[src/rtl/addsub_sched_if.sv]
// Requester-side bundle for addsub_sched: two request/operand channels plus
// the shared response (done pulse, result, overflow) and status.
interface addsub_sched_if #(
    parameter int unsigned W     = 2,
    parameter int unsigned CNT_W = 8
);
    logic [1:0]       req;
    logic             op0;
    logic             op1;
    logic [W-1:0]     a0;
    logic [W-1:0]     a1;
    logic [W-1:0]     b0;
    logic [W-1:0]     b1;
    logic [1:0]       done;
    logic [W-1:0]     result;
    logic             ovf;
    logic             busy;
    logic [CNT_W-1:0] op_count;

    modport master (
        output req, op0, op1, a0, a1, b0, b1,
        input  done, result, ovf, busy, op_count
    );

    modport slave (
        input  req, op0, op1, a0, a1, b0, b1,
        output done, result, ovf, busy, op_count
    );
endinterface

[src/rtl/addsub_sched.sv]
// Round-robin scheduler sharing one combinational add/sub unit between two
// requesters; one operation per three cycles (IDLE -> EXEC -> RESP).
module addsub_sched #(
    parameter int unsigned W     = 2,
    parameter int unsigned CNT_W = 8
) (
    input  logic         clk,
    input  logic         rst,
    addsub_sched_if.slave bus,
    output logic         alu_sel,
    output logic [W-1:0] alu_a,
    output logic [W-1:0] alu_b,
    input  logic [W-1:0] alu_o
);

    typedef enum logic [1:0] {
        IDLE = 2'd0,
        EXEC = 2'd1,
        RESP = 2'd2
    } state_t;

    state_t state, state_d;
    logic   gnt;
    logic   last;
    logic   win_c;
    logic   ovf_c;
    logic [W:0] sum_c;
    logic [W:0] diff_c;

    // Next state and arbitration winner; on contention the requester that was
    // not served last wins.
    always_comb begin
        state_d = state;
        win_c   = 1'b0;
        unique case (bus.req)
            2'b10:   win_c = 1'b1;
            2'b11:   win_c = ~last;
            default: win_c = 1'b0;
        endcase
        case (state)
            IDLE:    if (bus.req != 2'b00) state_d = EXEC;
            EXEC:    state_d = RESP;
            RESP:    state_d = IDLE;
            default: state_d = IDLE;
        endcase
    end

    // Full-precision overflow on the latched operands: carry-out for add,
    // signed W-bit range violation (top two difference bits disagree) for sub.
    always_comb begin
        sum_c  = {1'b0, alu_a} + {1'b0, alu_b};
        diff_c = {1'b0, alu_a} - {1'b0, alu_b};
        ovf_c  = alu_sel ? (diff_c[W] ^ diff_c[W-1]) : sum_c[W];
    end

    always_ff @(posedge clk or posedge rst) begin
        if (rst) begin
            state        <= IDLE;
            gnt          <= 1'b0;
            last         <= 1'b1;
            alu_sel      <= 1'b0;
            alu_a        <= '0;
            alu_b        <= '0;
            bus.done     <= 2'b00;
            bus.result   <= '0;
            bus.ovf      <= 1'b0;
            bus.busy     <= 1'b0;
            bus.op_count <= '0;
        end else begin
            state    <= state_d;
            bus.busy <= (state_d != IDLE);
            bus.done <= 2'b00;
            case (state)
                IDLE: begin
                    if (bus.req != 2'b00) begin
                        gnt     <= win_c;
                        alu_sel <= win_c ? bus.op1 : bus.op0;
                        alu_a   <= win_c ? bus.a1  : bus.a0;
                        alu_b   <= win_c ? bus.b1  : bus.b0;
                    end
                end
                EXEC: begin
                    bus.result <= alu_o;
                    bus.ovf    <= ovf_c;
                end
                RESP: begin
                    bus.done     <= gnt ? 2'b10 : 2'b01;
                    bus.op_count <= bus.op_count + CNT_W'(1);
                    last         <= gnt;
                end
                default: ;
            endcase
        end
    end

endmodule

[src/flat_wrapper.sv]
// flat-port wrapper written by rule: the top's interface ports become plain ports
module addsub_sched_flat 
#(
    parameter int unsigned W     = 2,
    parameter int unsigned CNT_W = 8
)
  (clk, rst, alu_sel, alu_a, alu_b, alu_o, bus_req, bus_op0, bus_op1, bus_a0, bus_a1, bus_b0, bus_b1, bus_done, bus_result, bus_ovf, bus_busy, bus_op_count);
  addsub_sched_if #(.W(W), .CNT_W(CNT_W)) bus_i ();
  input  logic clk;
  input  logic rst;
  output logic alu_sel;
  output logic [W-1:0] alu_a;
  output logic [W-1:0] alu_b;
  input  logic [W-1:0] alu_o;
  input wire logic [$bits(bus_i.req)-1:0] bus_req;
  input wire logic [$bits(bus_i.op0)-1:0] bus_op0;
  input wire logic [$bits(bus_i.op1)-1:0] bus_op1;
  input wire logic [$bits(bus_i.a0)-1:0] bus_a0;
  input wire logic [$bits(bus_i.a1)-1:0] bus_a1;
  input wire logic [$bits(bus_i.b0)-1:0] bus_b0;
  input wire logic [$bits(bus_i.b1)-1:0] bus_b1;
  output wire logic [$bits(bus_i.done)-1:0] bus_done;
  output wire logic [$bits(bus_i.result)-1:0] bus_result;
  output wire logic [$bits(bus_i.ovf)-1:0] bus_ovf;
  output wire logic [$bits(bus_i.busy)-1:0] bus_busy;
  output wire logic [$bits(bus_i.op_count)-1:0] bus_op_count;
  assign bus_i.req = bus_req;
  assign bus_i.op0 = bus_op0;
  assign bus_i.op1 = bus_op1;
  assign bus_i.a0 = bus_a0;
  assign bus_i.a1 = bus_a1;
  assign bus_i.b0 = bus_b0;
  assign bus_i.b1 = bus_b1;
  assign bus_done = bus_i.done;
  assign bus_result = bus_i.result;
  assign bus_ovf = bus_i.ovf;
  assign bus_busy = bus_i.busy;
  assign bus_op_count = bus_i.op_count;
  addsub_sched #(.W(W), .CNT_W(CNT_W)) u_core (.clk(clk), .rst(rst), .bus(bus_i), .alu_sel(alu_sel), .alu_a(alu_a), .alu_b(alu_b), .alu_o(alu_o));
endmodule
[config.mk]
export PLATFORM = sky130hd
export DESIGN_NAME = addsub_sched_flat
export DESIGN_NICKNAME = d
export VERILOG_FILES = /design/src/rtl/addsub_sched_if.sv /design/src/rtl/addsub_sched.sv /design/src/flat_wrapper.sv
export SDC_FILE = /design/constraint.sdc
export NUM_CORES = 1
export LEC_CHECK = 0
export CAP_MARGIN = 30
export CORE_UTILIZATION = 44
export CTS_CLUSTER_SIZE = 30
export DETAILED_ROUTE_END_ITERATION = 6
export PLACE_DENSITY = 0.77
export REMOVE_ABC_BUFFERS = 1
export SLEW_MARGIN = 20
export SYNTH_ARGS = -nofsm -noshare
export SYNTH_HDL_FRONTEND = slang
export SYNTH_SLANG_ARGS = --single-unit
[constraint.sdc]
create_clock -name clk -period 2.15 [get_ports clk]
set_input_delay 0.645 -clock clk [delete_from_list [all_inputs] [get_ports clk]]
set_output_delay 0.645 -clock clk [all_outputs]
set_load 0.01 [all_outputs]
==> results by group <==
Status
  • Status: finished, final reports clean

Placement
  • Gpl congestion: roughly 0.75
  • Cell count after placement: approximately 140
  • Pre-CTS setup slack: 48.8 ps
  • Port Buffer Count: 34
  • DP HPWL: roughly 1400 um
  • Area post-placement: 1450 um2

Synth
  • Post-synthesis adder-cell area fraction: under 10%
  • Mapped Cells: 79
  • Avg Cell Area, Syn: 13.5 um2
  • Complex-gate fraction of the synthesized area: about 2.7%
  • Simple-Gate Fraction of Synth Area: 10.7%
  • Synth Area in XOR/XNOR: under 10%
  • Top post-synthesis cells by count: dfrtp_1 (22), mux2_4 (6), xnor2_1 (6), inv_1 (5), mux2i_1 (5)
  • Ranking of synthesized cells by area: dfrtp_1 (52%), mux2_4 (8.4%), xnor2_1 (4.9%), mux2i_1 (4.7%), mux2_2 (4.2%)
  • FF+latch count, synth: 23
  • Cell Area, Synth: between 1000 and 1500 um2
  • Post-synth top area cell: dfrtp_1
  • FFs w/ async S/R, synth: 100%
  • Top-count cell post-synth: dfrtp_1
  • Main combinational cell family by area after synthesis: multiplexers
  • Top_reg_cell synth: dfrtp_1
  • Number of flops mapped to enable cells by yosys: 0
  • Synth warn: 0
  • Sequential fraction of the synthesis area: between 50% and 60%
  • Netlist cell types: 25
  • Synth top area share: about half
  • Mux cell area share after synthesis: approximately 17%

Timing
  • Final slew viol count: 0
  • Min Tclk post-route: 2020 ps
  • Worst setup margin: about 130 ps
  • Top achievable clock speed: 495 MHz
  • Setup TNS Final: 0 ps
  • Worst hold slack: 482 ps
  • Post-route clock period utilization: 93.9%
  • RSZ-0062 raised after global routing: false
  • Worst Tran Pin Value: approximately 570 ps
  • Clock Skew: about 9.5 ps
  • Final number of setup-violating endpoints: 0
  • Slew Limit Headroom: 61.8%
  • Final Hold Viols: 0

Global routing
  • GR Layer Usage met2: a little under a third
  • Total gr overflow: 0
  • First-pass GRT wire length: between 3000 and 4000 um
  • Gr usage total: ~17%
  • Initial antenna violation count: 0
  • Largest net degree at the start of global routing: 24
  • Met3 Use GR: under 10%
  • Number of global-route vias before repair: 772
  • Met1 usage: 20.5%
  • GRT busiest layer: met2

Floorplan
  • Vert. Die Dim: about 51 um
  • Site row count: 17
  • Starting Density: between 40% and 50%
  • Die W: 51.3 um
  • CORE AREA: 2250 um2
  • I/O pin cnt: 35
  • Die area: 2630 um2

Clock tree
  • Hold buffer count at cts: 0
  • CTS tree: yes
  • Clk pin slew, worst setup/hold paths: 130 ps
  • Clk sinks: 23
  • Clock buffer depth: 2
  • Post-CTS resize count: 0
  • Worst skew pair latency: 320 ps
  • Number of buffers inserted by post-CTS setup repair: 0
  • Clk Tree Root Cell: clkbuf_4
  • CTS Buf Count: 3
  • H-tree depth: 1

Setup path
  • Data required, critical path: approximately 1500 ps
  • Worst-path maximum fanout: 7
  • Worst EP arrival: around 1400 ps
  • CP Class: flop to primary output
  • Buf/Inv on CP: 1
  • Crit path max-delay cell type: clkdlybuf4s50_1
  • Max incr delay on CP: 580 ps
  • Critical path cell sequence: clkdlybuf4s50_1
  • CP startpoint kind: flop
  • R2r setup slk: about 500 ps
  • Crit path max-delay family: buffers and inverters
  • CP endpoint kind: primary output

Cells and area
  • Reg area: ~580 um2
  • Layout cells sized above 1: 16.1%
  • Fill cell count: 187
  • Inserted Diodes: 0
  • Multi-input logic area: 455 um2
  • Post-Layout Inst Area: 1480 um2
  • Fin cells: between 100 and 150
  • Net count reported at finish: 139
  • Area growth, synth to finish: 38.3%

Pwr
  • Power share of the clock group: 10.7%
  • Cell internal pwr: around 0.0012 W
  • VDD IR max: between 0.7 and 0.8 mV
  • Net Sw Frac: approximately a third
  • Static Leak: 0.676 nW
  • Power Density: between 1000 and 1500 nW/um2
  • Comb pwr share: between 40% and 50%
  • Sequential Power Share: 41.1%
  • NetSw: 0.000657 W

Drt
  • Drt via density: approximately 5.0
  • Remaining DRCs: 0
  • ANT nets after route: 0
  • Total iterations of the first detailed-routing run: 4
  • Post-Route WL: 1850 um
  • Avg WL per Cell: 12.7 um
  • Via count: 732
  • Starting DRC count in detailed routing: 5

Min path
  • Min-delay worst type: flop to flop

Flow run
  • Max-cap violations: 0
-- worst paths after layout --
path,from,to,cells after the start
worst min-delay path,u_core.bus.op_count[7],u_core.bus.op_count[7],1
worst min register to register,u_core.bus.op_count[7],u_core.bus.op_count[7],1
worst max register to register,u_core.alu_b[0],u_core.bus.ovf,5
max in group asynchronous,rst,u_core.last,3
worst max-delay path,u_core.bus.op_count[2],bus_op_count[2],1
min in group asynchronous,rst,u_core.bus.op_count[6],3
-- layer usage --
metal / vias up / part of all wire, %
li1: 347 / -
met1: 351 / 44
met2: 31 / 48
met3: 3 / 6.8
met4: 0 / 1.6
met5: - / 0
-- cells in the final DEF, fill, tap and decap left out, types with 2 or more instances in the layout --
| cell type | Yosys | routed |
|---|---|---|
| clkbuf_4 | 0 | 3 |
| clkdlybuf4s50_1 | 0 | 34 |
| xor2_1 | 2 | 2 |
| ha_1 | 3 | 3 |
| and2_1 | 2 | 2 |
| buf_4 | 0 | 3 |
| mux2_2 | 4 | 4 |
| nor2_1 | 2 | 2 |
| dfrtp_1 | 22 | 22 |
| mux2_4 | 6 | 6 |
| nand2b_1 | 2 | 2 |
| nor2b_1 | 2 | 2 |
| inv_1 | 5 | 5 |
| nand4_1 | 4 | 4 |
| mux2i_1 | 5 | 5 |
| nand2_1 | 3 | 3 |
| xnor2_1 | 6 | 6 |
-- state kept, by name, indices dropped and copies added, names as in the netlist --
register             flops
u_core.bus.busy          1
u_core.last              1
u_core.bus.ovf           1
u_core.state             2
u_core.gnt               1
u_core.bus.done          2
u_core.alu_a             2
u_core.alu_sel           1
u_core.bus.op_count      8
u_core.alu_b             2
u_core.bus.result        2
-- kinds of logic after synthesis --
logic type	after synthesis
flops	23
simple gates	18
mux	15
xor+xnor	8
buf+inv	7
compound gates	4
fa+ha+maj	4
-- area by class of cell --
class | count | area share, %
clock inverter | 1 | 0.339
timing repair buffer | 37 | 24.6
sequential | 23 | 39.1
inverter | 5 | 1.27
tap | 28 | 2.37
multi-input combinational | 49 | 30.8
clock buffer | 3 | 1.53
-- metrics by stage --
step | total power (W) | utilization (%)
floorplan | 0.00128 | -
global placement | 0.00168 | 64.3
detailed placement | 0.00172 | 64.3
CTS | 0.00193 | 65.5
global route | 0.00205 | 65.5
finish | 0.00190 | 65.5
-- power groups by stage --
| stage | sequential [W] | clock [W] | combinational (W) |
|---|---|---|---|
| after global placement | 0.000789 | 0 | 0.000887 |
| final | 0.000782 | 0.000203 | 0.000918 |
| after CTS | 0.000783 | 0.000213 | 0.000930 |
| after global routing | 0.000813 | 0.000228 | 0.00101 |
| after floorplan | 0.000836 | 0 | 0.000444 |
| after detailed placement | 0.000793 | 0 | 0.000926 |
No activity file was read; power rests on OpenSTA's default activity.
